`src/rtl/stopwatch_pkg.sv`:
```
// Shared types and constants for the stopwatch core: FSM state encoding,
// the BCD-to-seven-segment table and the tick prescaler derivation.
package stopwatch_pkg;

  typedef enum logic [1:0] {
    S_IDLE  = 2'd0,
    S_RUN   = 2'd1,
    S_PAUSE = 2'd2,
    S_DONE  = 2'd3
  } state_t;

  // Active-low segments packed {g,f,e,d,c,b,a}; entry 10 is the blank pattern.
  localparam logic [6:0] SSEG_TAB [0:10] = '{
    7'h40, 7'h79, 7'h24, 7'h30, 7'h19,
    7'h12, 7'h02, 7'h78, 7'h00, 7'h10,
    7'h7F
  };

  // Non-BCD nibbles are shown blank rather than as garbage.
  function automatic logic [6:0] sseg_of(input logic [3:0] d);
    return (d > 4'd9) ? SSEG_TAB[10] : SSEG_TAB[d];
  endfunction

  // Clock cycles per count tick, never less than one.
  function automatic int div_tick(input int clk_hz, input int tick_hz);
    int d;
    d = clk_hz / tick_hz;
    return (d < 1) ? 1 : d;
  endfunction

endpackage

```
`src/rtl/stopwatch_core_n_if.sv`:
```
// Board-side bundle of the stopwatch core: button/switch inputs, display
// pins, status flags and debug visibility of the FSM state and live count.
// Handshake: there is no valid/ready pair here; P and lap are levels whose
// rising edge is the command, ld is a one-cycle strobe, done is a one-cycle
// pulse, and all other outputs are plain levels.
interface stopwatch_core_n_if import stopwatch_pkg::*; #(
  parameter int DIGITS = 4
) ();
  logic                  P;
  logic                  mode;
  logic                  ld;
  logic [4*DIGITS-1:0]   load;
  logic                  lap;
  logic [DIGITS-1:0]     an;
  logic [6:0]            sseg;
  logic                  dp;
  logic                  running;
  logic                  done;
  state_t                dbg_state;
  logic [4*DIGITS-1:0]   dbg_count;

  modport master (
    output P, mode, ld, load, lap,
    input  an, sseg, dp, running, done, dbg_state, dbg_count
  );

  modport slave (
    input  P, mode, ld, load, lap,
    output an, sseg, dp, running, done, dbg_state, dbg_count
  );
endinterface

```
`src/rtl/sseg_mux.sv`:
```
// Multiplexed seven-segment driver: walks the digit index, decodes the
// anode and registers segments/dp so all pins change together.
module sseg_mux import stopwatch_pkg::*; #(
  parameter int DIGITS      = 4,
  parameter int REFRESH_DIV = 100_000,
  parameter int DP_POS      = 2
) (
  input  logic                clk,
  input  logic                rst_n,
  input  logic [4*DIGITS-1:0] i_digits,
  output logic [DIGITS-1:0]   o_an,
  output logic [6:0]          o_sseg,
  output logic                o_dp
);
  localparam int IDX_W = (DIGITS > 1) ? $clog2(DIGITS) : 1;
  localparam int DIV_W = (REFRESH_DIV > 1) ? $clog2(REFRESH_DIV) : 1;

  logic [DIV_W-1:0]  r_div;
  logic [IDX_W-1:0]  r_idx;
  logic [DIGITS-1:0] r_an;
  logic [6:0]        r_sseg;
  logic              r_dp;
  logic [3:0]        w_digit;

  assign w_digit = i_digits[4*r_idx +: 4];

  // Advance the selected digit once every REFRESH_DIV clocks.
  always_ff @(posedge clk or negedge rst_n) begin
    if (!rst_n) begin
      r_div <= '0;
      r_idx <= '0;
    end else if (r_div == DIV_W'(REFRESH_DIV - 1)) begin
      r_div <= '0;
      r_idx <= (r_idx == IDX_W'(DIGITS - 1)) ? '0 : r_idx + IDX_W'(1);
    end else begin
      r_div <= r_div + DIV_W'(1);
    end
  end

  // Register the pins from the current index; they trail it by one cycle.
  always_ff @(posedge clk or negedge rst_n) begin
    if (!rst_n) begin
      r_an   <= '1;
      r_sseg <= 7'h7F;
      r_dp   <= 1'b1;
    end else begin
      r_an   <= ~(DIGITS'(1) << r_idx);
      r_sseg <= sseg_of(w_digit);
      r_dp   <= (int'(r_idx) != DP_POS);
    end
  end

  assign o_an   = r_an;
  assign o_sseg = r_sseg;
  assign o_dp   = r_dp;
endmodule

```
`src/rtl/stopwatch_core_n.sv`:
```
// BCD stopwatch/timer core: edge-detected start/stop and lap, tick
// prescaler, up/down ripple BCD counter with preload, lap freeze, and the
// multiplexed display driver.
module stopwatch_core_n import stopwatch_pkg::*; #(
  parameter int DIGITS      = 4,
  parameter int CLK_HZ      = 100_000_000,
  parameter int TICK_HZ     = 100,
  parameter int REFRESH_DIV = 100_000,
  parameter int DP_POS      = 2
) (
  input  logic                   clk,
  input  logic                   R,
  stopwatch_core_n_if.slave      bus
);
  localparam int DIV   = div_tick(CLK_HZ, TICK_HZ);
  localparam int PRE_W = (DIV > 1) ? $clog2(DIV) : 1;
  localparam int CW    = 4 * DIGITS;

  state_t           r_state, w_state_nxt;
  logic [CW-1:0]    r_count, w_count_nxt;
  logic [CW-1:0]    r_cap, w_cap_nxt;
  logic [PRE_W-1:0] r_pre, w_pre_nxt;
  logic             r_mode, w_mode_nxt;
  logic             r_frozen, w_frozen_nxt;
  logic             r_done, w_done_nxt;
  logic             r_p_d, r_lap_d;
  logic             w_p_rise, w_lap_rise, w_tick;
  logic [CW-1:0]    w_inc, w_dec, w_load, w_show;
  logic             w_carry, w_borrow, w_zero, w_dec_zero;

  assign w_p_rise   = bus.P & ~r_p_d;
  assign w_lap_rise = bus.lap & ~r_lap_d;
  assign w_tick     = (r_state == S_RUN) && (r_pre == PRE_W'(DIV - 1));
  assign w_zero     = (r_count == '0);
  assign w_dec_zero = (w_dec == '0);

  // Decimal +1/-1 with ripple carry/borrow, and the clamped preload value.
  always_comb begin
    w_inc    = r_count;
    w_dec    = r_count;
    w_load   = bus.load;
    w_carry  = 1'b1;
    w_borrow = 1'b1;
    for (int i = 0; i < DIGITS; i++) begin
      if (w_carry) begin
        if (r_count[4*i +: 4] >= 4'd9) w_inc[4*i +: 4] = 4'd0;
        else begin
          w_inc[4*i +: 4] = r_count[4*i +: 4] + 4'd1;
          w_carry = 1'b0;
        end
      end
      if (w_borrow) begin
        if (r_count[4*i +: 4] == 4'd0) w_dec[4*i +: 4] = 4'd9;
        else begin
          w_dec[4*i +: 4] = r_count[4*i +: 4] - 4'd1;
          w_borrow = 1'b0;
        end
      end
      if (bus.load[4*i +: 4] > 4'd9) w_load[4*i +: 4] = 4'd9;
    end
  end

  // Next state plus datapath updates; a load strobe overrides everything.
  always_comb begin
    w_state_nxt  = r_state;
    w_count_nxt  = r_count;
    w_cap_nxt    = r_cap;
    w_pre_nxt    = r_pre;
    w_mode_nxt   = r_mode;
    w_frozen_nxt = r_frozen;
    w_done_nxt   = 1'b0;
    if (bus.ld) begin
      w_count_nxt  = w_load;
      w_state_nxt  = S_IDLE;
      w_pre_nxt    = '0;
      w_frozen_nxt = 1'b0;
    end else begin
      case (r_state)
        S_IDLE: begin
          if (w_lap_rise) w_frozen_nxt = 1'b0;
          if (w_p_rise) begin
            w_mode_nxt = bus.mode;
            if (bus.mode && w_zero) begin
              w_state_nxt = S_DONE;
              w_done_nxt  = 1'b1;
            end else begin
              w_state_nxt = S_RUN;
            end
          end
        end
        S_RUN: begin
          w_pre_nxt = w_tick ? '0 : r_pre + PRE_W'(1);
          if (w_lap_rise) begin
            w_frozen_nxt = !r_frozen;
            if (!r_frozen) w_cap_nxt = r_count;
          end
          if (w_tick) begin
            if (!r_mode) w_count_nxt = w_inc;
            else if (!w_zero) w_count_nxt = w_dec;
          end
          if (w_tick && r_mode && !w_zero && w_dec_zero) begin
            w_state_nxt  = S_DONE;
            w_done_nxt   = 1'b1;
            w_frozen_nxt = 1'b0;
          end else if (w_p_rise) begin
            w_state_nxt = S_PAUSE;
          end
        end
        S_PAUSE: begin
          if (w_lap_rise) w_frozen_nxt = 1'b0;
          if (w_p_rise) w_state_nxt = S_RUN;
        end
        S_DONE: begin
          if (w_lap_rise) w_frozen_nxt = 1'b0;
          if (w_p_rise) w_state_nxt = S_IDLE;
        end
        default: w_state_nxt = S_IDLE;
      endcase
    end
  end

  // FSM state register.
  always_ff @(posedge clk or negedge R) begin
    if (!R) r_state <= S_IDLE;
    else    r_state <= w_state_nxt;
  end

  // Counter, prescaler, lap capture and done pulse registers.
  always_ff @(posedge clk or negedge R) begin
    if (!R) begin
      r_count  <= '0;
      r_cap    <= '0;
      r_pre    <= '0;
      r_mode   <= 1'b0;
      r_frozen <= 1'b0;
      r_done   <= 1'b0;
    end else begin
      r_count  <= w_count_nxt;
      r_cap    <= w_cap_nxt;
      r_pre    <= w_pre_nxt;
      r_mode   <= w_mode_nxt;
      r_frozen <= w_frozen_nxt;
      r_done   <= w_done_nxt;
    end
  end

  // Previous levels of P and lap for rising-edge detection.
  always_ff @(posedge clk or negedge R) begin
    if (!R) begin
      r_p_d   <= 1'b0;
      r_lap_d <= 1'b0;
    end else begin
      r_p_d   <= bus.P;
      r_lap_d <= bus.lap;
    end
  end

  assign w_show = r_frozen ? r_cap : r_count;

  sseg_mux #(
    .DIGITS      (DIGITS),
    .REFRESH_DIV (REFRESH_DIV),
    .DP_POS      (DP_POS)
  ) u_sseg_mux (
    .clk      (clk),
    .rst_n    (R),
    .i_digits (w_show),
    .o_an     (bus.an),
    .o_sseg   (bus.sseg),
    .o_dp     (bus.dp)
  );

  assign bus.running   = (r_state == S_RUN);
  assign bus.done      = r_done;
  assign bus.dbg_state = r_state;
  assign bus.dbg_count = r_count;
endmodule

```
`src/flat_wrapper.sv`:
```
// flat-port wrapper written by rule: the top's interface ports become plain ports
module stopwatch_core_n_flat import stopwatch_pkg::*;
#(
  parameter int DIGITS      = 4,
  parameter int CLK_HZ      = 100_000_000,
  parameter int TICK_HZ     = 100,
  parameter int REFRESH_DIV = 100_000,
  parameter int DP_POS      = 2
)
  (clk, R, bus_P, bus_mode, bus_ld, bus_load, bus_lap, bus_an, bus_sseg, bus_dp, bus_running, bus_done, bus_dbg_state, bus_dbg_count);
  stopwatch_core_n_if #(.DIGITS(DIGITS)) bus_i ();
  input  logic clk;
  input  logic R;
  input wire logic [$bits(bus_i.P)-1:0] bus_P;
  input wire logic [$bits(bus_i.mode)-1:0] bus_mode;
  input wire logic [$bits(bus_i.ld)-1:0] bus_ld;
  input wire logic [$bits(bus_i.load)-1:0] bus_load;
  input wire logic [$bits(bus_i.lap)-1:0] bus_lap;
  output wire logic [$bits(bus_i.an)-1:0] bus_an;
  output wire logic [$bits(bus_i.sseg)-1:0] bus_sseg;
  output wire logic [$bits(bus_i.dp)-1:0] bus_dp;
  output wire logic [$bits(bus_i.running)-1:0] bus_running;
  output wire logic [$bits(bus_i.done)-1:0] bus_done;
  output wire logic [$bits(bus_i.dbg_state)-1:0] bus_dbg_state;
  output wire logic [$bits(bus_i.dbg_count)-1:0] bus_dbg_count;
  assign bus_i.P = bus_P;
  assign bus_i.mode = bus_mode;
  assign bus_i.ld = bus_ld;
  assign bus_i.load = bus_load;
  assign bus_i.lap = bus_lap;
  assign bus_an = bus_i.an;
  assign bus_sseg = bus_i.sseg;
  assign bus_dp = bus_i.dp;
  assign bus_running = bus_i.running;
  assign bus_done = bus_i.done;
  assign bus_dbg_state = bus_i.dbg_state;
  assign bus_dbg_count = bus_i.dbg_count;
  stopwatch_core_n #(.DIGITS(DIGITS), .CLK_HZ(CLK_HZ), .TICK_HZ(TICK_HZ), .REFRESH_DIV(REFRESH_DIV), .DP_POS(DP_POS)) u_core (.clk(clk), .R(R), .bus(bus_i));
endmodule
```
`config.mk`:
```
export PLATFORM = sky130hd
export DESIGN_NAME = stopwatch_core_n_flat
export DESIGN_NICKNAME = d
export VERILOG_FILES = /design/src/rtl/stopwatch_pkg.sv /design/src/rtl/stopwatch_core_n_if.sv /design/src/rtl/sseg_mux.sv /design/src/rtl/stopwatch_core_n.sv /design/src/flat_wrapper.sv
export SDC_FILE = /design/constraint.sdc
export NUM_CORES = 1
export LEC_CHECK = 0
export CORE_UTILIZATION = 46
export DETAILED_ROUTE_END_ITERATION = 8
export PLACE_DENSITY = 0.71
export SLEW_MARGIN = 20
export SYNTH_ARGS = -nofsm -noshare
export SYNTH_HDL_FRONTEND = slang
export SYNTH_SLANG_ARGS = --single-unit
export TNS_END_PERCENT = 100
```
`constraint.sdc`:
```
create_clock -name clk -period 3.3 [get_ports clk]
set_input_delay 0.33 -clock clk [delete_from_list [all_inputs] [get_ports clk]]
set_output_delay 0.33 -clock clk [all_outputs]
set_load 0.02 [all_outputs]
```
==> flow_results.xml <==
<?xml version="1.0" encoding="UTF-8"?>
<metrics>
  <group name="sta">
    <metric name="layout_min_cycle_time" unit="ns">2.92</metric>
    <metric name="hold_viol" unit="">0</metric>
    <metric name="timing.clock.skew" unit="ns">0.00534</metric>
    <metric name="worst_slew_margin_rel" unit="%">40.5</metric>
    <metric name="totalNegativeSetupSlack" unit="ns">0</metric>
    <metric name="finalCritPeriodShare" unit="%">88.4</metric>
    <metric name="maxSlewViolCount" unit="">0</metric>
    <metric name="whs" unit="ns">0.0183</metric>
    <metric name="rsz0062_at_grt" unit="">no</metric>
    <metric name="fmaxAchievable" unit="GHz">0.343</metric>
    <metric name="finalSetupViolCount" unit="">0</metric>
    <metric name="tightest_slew" unit="ns">0.892</metric>
  </group>
  <group name="power">
    <metric name="power.switching_fraction" unit="%">36.3</metric>
    <metric name="seq_power_share" unit="%">36.7</metric>
    <metric name="share_comb_of_total_power" unit="%">36.2</metric>
    <metric name="power_density" unit="mW/mm²">651</metric>
    <metric name="power_report.internal_total" unit="µW">2650</metric>
    <metric name="vdd.ir_drop.worst" unit="mV">0.453</metric>
    <metric name="clockPowerShare" unit="%">27.2</metric>
    <metric name="p_sw" unit="µW">1510</metric>
    <metric name="p_leak" unit="µW">0.00268</metric>
  </group>
  <group name="synth">
    <metric name="synth_enable_flop_cells" unit="">0</metric>
    <metric name="synth_area_leader_cell" unit="">dfrtp_1</metric>
    <metric name="yosysTopAreaCellShare" unit="%">36.2</metric>
    <metric name="syn_inst" unit="">572</metric>
    <metric name="synth_area_per_cell" unit="µm²">9.44</metric>
    <metric name="ys_seq_elements" unit="">89</metric>
    <metric name="post_synth_instance_area" unit="mm²">0.00540</metric>
    <metric name="synth.net_count" unit="">618</metric>
    <metric name="yosys.cell_types.count" unit="">71</metric>
    <metric name="ys_warn_count" unit="">0</metric>
    <metric name="asyncSetResetFlopFracSynth" unit="%">100</metric>
    <metric name="synth_seq_area_share" unit="%">41.5</metric>
    <metric name="postSynth.topFlopCell" unit="">dfrtp_1</metric>
    <metric name="post_synth_main_area_contributors" unit="">dfrtp_1 36%, ha_1 5.6%, dfstp_2 5.4%</metric>
  </group>
  <group name="floorplan">
    <metric name="fp.dieW" unit="µm">110</metric>
    <metric name="dieArea" unit="mm²">0.0122</metric>
    <metric name="core.rowCount" unit="">39</metric>
    <metric name="floorplan.io_pins" unit="">54</metric>
    <metric name="initial_core_util" unit="%">47.3</metric>
    <metric name="die_y" unit="µm">110</metric>
    <metric name="core-area" unit="mm²">0.0114</metric>
  </group>
  <group name="clock_tree">
    <metric name="h_tree_depth" unit="">3</metric>
    <metric name="cts_hold_repair.buffers" unit="">0</metric>
    <metric name="clock_tree.root_cell" unit="">clkbuf_16</metric>
    <metric name="worst_skew_pair.late_latency" unit="ns">0.35</metric>
    <metric name="tritoncts" unit="">done</metric>
    <metric name="cts.path.max_buffers" unit="">2</metric>
    <metric name="post_cts_resize_count" unit="">0</metric>
    <metric name="clock-sinks" unit="">89</metric>
    <metric name="tritoncts.num_buffers" unit="">9</metric>
    <metric name="post_cts_buffers" unit="">0</metric>
    <metric name="cts.clk_slew.worst_paths" unit="ns">0.06</metric>
  </group>
  <group name="finish">
    <metric name="fillerInstances" unit="">1025</metric>
    <metric name="multi_input_area" unit="mm²">0.00292</metric>
    <metric name="postLayoutCoreUtil" unit="%">56.0</metric>
    <metric name="area_growth" unit="%">18.4</metric>
    <metric name="nNetsFinal" unit="">667</metric>
    <metric name="antenna_cells_inserted" unit="">0</metric>
    <metric name="register_area" unit="mm²">0.00224</metric>
    <metric name="drive_gt1_share" unit="%">11.2</metric>
  </group>
  <group name="setup_path">
    <metric name="worstSetupStartpointType" unit="">flip-flop</metric>
    <metric name="critical_path_type" unit="">flip-flop to flip-flop</metric>
    <metric name="cp.depth" unit="">9</metric>
    <metric name="reg2reg_slack" unit="ns">0.38</metric>
    <metric name="crit_required" unit="ns">3.54</metric>
    <metric name="terminus_of_the_critical_flop_to_flop_path" unit="">u_core.r_frozen</metric>
    <metric name="timing.rr.start" unit="">u_core.bus.dbg_count[4]</metric>
    <metric name="crit_buf_inv" unit="">2</metric>
    <metric name="ff2ff_path_depth" unit="">9</metric>
    <metric name="cell_class_contributing_the_biggest_share_of_worst_path_delay" unit="">compound AO/OA/AOI/OAI gates</metric>
    <metric name="critical_path_peak_fanout" unit="">11</metric>
    <metric name="worst_path_max_delay_cell" unit="">dfrtp_1</metric>
    <metric name="crit_path_cell_trace" unit="">inv_1 -&gt; ha_1 -&gt; nor3b_1 -&gt; buf_4 -&gt; nand2_1 -&gt; a2111oi_0 -&gt; o211a_1 -&gt; nand3_1 -&gt; and3_1</metric>
    <metric name="critical_path_arrival" unit="ns">3.16</metric>
    <metric name="worst_path_largest_cell_delay" unit="ns">0.51</metric>
    <metric name="cp-end-kind" unit="">flip-flop</metric>
  </group>
  <group name="detailed_routing">
    <metric name="detailroute.via_count" unit="">4518</metric>
    <metric name="detail_route.iter0.violations" unit="">509</metric>
    <metric name="post-route-drc-count" unit="">0</metric>
    <metric name="finalWirelength" unit="µm">13100</metric>
    <metric name="first_pass_iters" unit="">6</metric>
    <metric name="via_density" unit="">5.88</metric>
    <metric name="avgRoutedWirePerCell" unit="µm">17.0</metric>
    <metric name="antenna_viol_nets_final" unit="">0</metric>
  </group>
  <group name="hold_path">
    <metric name="holdCritPathClass" unit="">primary input to async pin</metric>
  </group>
  <group name="placement">
    <metric name="port_buffers" unit="">53</metric>
    <metric name="dp_hpwl" unit="µm">9310</metric>
    <metric name="rd_place_congestion" unit="">0.926</metric>
  </group>
  <group name="global_routing">
    <metric name="overflow" unit="">0</metric>
    <metric name="grt_use_total" unit="%">23.3</metric>
    <metric name="wire_length_of_the_first_global_routing_pass" unit="µm">21500</metric>
    <metric name="pin_count_of_the_biggest_net_entering_global_routing" unit="">80</metric>
    <metric name="via_count_of_the_first_global_routing_pass" unit="">4294</metric>
    <metric name="number_of_antenna_violations_at_the_first_check_in_global_routing" unit="">0</metric>
  </group>
  <group name="run">
    <metric name="timing.max_cap.violations" unit="">0</metric>
  </group>
  <group name="status">
    <metric name="run_status" unit="">finished, final reports clean</metric>
  </group>
</metrics>
==> state kept, by name, summed over array words and instances (netlist names) <==
name,flops
u_core.u_sseg_mux.o_sseg,7
u_core.u_sseg_mux.r_div,17
u_core.r_cap,16
u_core.bus.dbg_count,16
u_core.r_frozen,1
u_core.u_sseg_mux.o_an,4
u_core.u_sseg_mux.r_idx,2
u_core.bus.done,1
u_core.r_mode,1
u_core.r_lap_d,1
u_core.bus.dbg_state,2
u_core.r_p_d,1
u_core.r_pre,20
==> Yosys cell counts (2+ instances only) <==
master	count
buf_6	2
o21ai_0	54
o31ai_1	5
o21a_1	3
or3_1	3
nand2_1	57
nor3b_1	5
mux4_2	8
nor3_2	3
and4_1	7
mux2i_1	5
a221oi_1	5
a21o_1	3
a2111oi_0	2
nor3b_2	3
nor4_2	2
nand3_1	20
mux2_2	6
o221ai_1	2
buf_2	9
a31oi_1	11
nand2b_1	8
dfstp_2	11
a221o_1	2
dfrtp_1	78
ha_1	24
nor4b_1	5
a22o_1	3
nor3_1	10
inv_1	26
buf_4	2
clkbuf_1	12
and3_1	7
nor2b_1	4
and2_1	5
o22ai_1	2
xnor2_1	15
xor2_1	19
a21oi_1	16
nand4_1	12
o211ai_1	3
a32oi_1	2
nor2_1	62
or3b_1	2
==> cells in the final DEF (no fill, tap or decap), types with 15 or more instances in the layout <==
cell | Yosys | routed
dfrtp_1 | 78 | 78
xor2_1 | 19 | 19
o21ai_0 | 54 | 54
a21oi_1 | 16 | 16
clkdlybuf4s50_1 | 0 | 52
xnor2_1 | 15 | 15
nand2_1 | 57 | 57
ha_1 | 24 | 24
nand3_1 | 20 | 20
inv_1 | 26 | 26
nor2_1 | 62 | 62
==> layout make-up <==
| class | count | share of cell area [%] |
|---|---|---|
| Sequential cell | 89 | 35.1 |
| Clock inverter | 5 | 1.21 |
| Timing Repair Buffer | 64 | 9.61 |
| Multi-Input combinational cell | 430 | 45.8 |
| Inverter | 27 | 1.59 |
| Tap cell | 143 | 2.80 |
| Clock buffer | 11 | 3.96 |
==> worst register-to-register path, stage by stage (launching register included) <==
cell	delay, ns
dfrtp_1	0.51
inv_1	0.18
ha_1	0.32
nor3b_1	0.32
buf_4	0.23
nand2_1	0.09
a2111oi_0	0.51
o211a_1	0.29
nand3_1	0.15
and3_1	0.21
==> cell families (layout without fill, tap and decap cells) <==
logic type	after synthesis	after routing	synth area share, %
fa+ha+maj	24	24	5.56
xor+xnor	34	34	5.52
compound gates	128	128	15.3
buf+inv	53	107	4.31
mux	19	19	5.52
flops	89	89	41.5
simple gates	225	225	22.3
==> power by group through the flow <==
stage	registers, µW	clock network, µW	logic, µW
2_1_floorplan	1570	0	883
6_report	1530	1130	1510
5_1_grt	1550	1200	1650
4_1_cts	1520	1140	1490
3_5_place_dp	1540	0	1480
3_3_place_gp	1520	0	1450
==> layer usage <==
layer	vias up	global-route usage (%)	wire length (µm)
met5	-	0	0
met2	179	36.4	6140
li1	2151	-	-
met3	32	6.29	767
met1	2156	31.1	5870
met4	0	8.18	323
==> worst max path at each step <==
stage / slack (ns) / start / to
after floorplan: 0.85 / u_core.bus.dbg_count[8] / u_core.r_frozen
after global placement: 0.62 / u_core.bus.dbg_count[0] / u_core.bus.dbg_state[1]
after detailed placement: 0.50 / u_core.bus.dbg_count[4] / u_core.r_frozen
after CTS: 0.48 / u_core.bus.dbg_count[4] / u_core.r_frozen
after global routing: 0.34 / u_core.bus.dbg_count[0] / u_core.r_frozen
final: 0.38 / u_core.bus.dbg_count[4] / u_core.r_frozen
==> through the flow <==
stage / instances / worst slack, ns / instance area (µm²) / total power, µW
global placement: 753 / 0.615 / 6060 / 2980
floorplan: 572 / 0.851 / 5400 / 2450
CTS: 769 / 0.484 / 6390 / 4150
finish: 769 / 0.383 / 6390 / 4160
global route: 769 / 0.342 / 6390 / 4400
detailed placement: 753 / 0.502 / 6060 / 3020
Power figures use the tool's default switching activity.
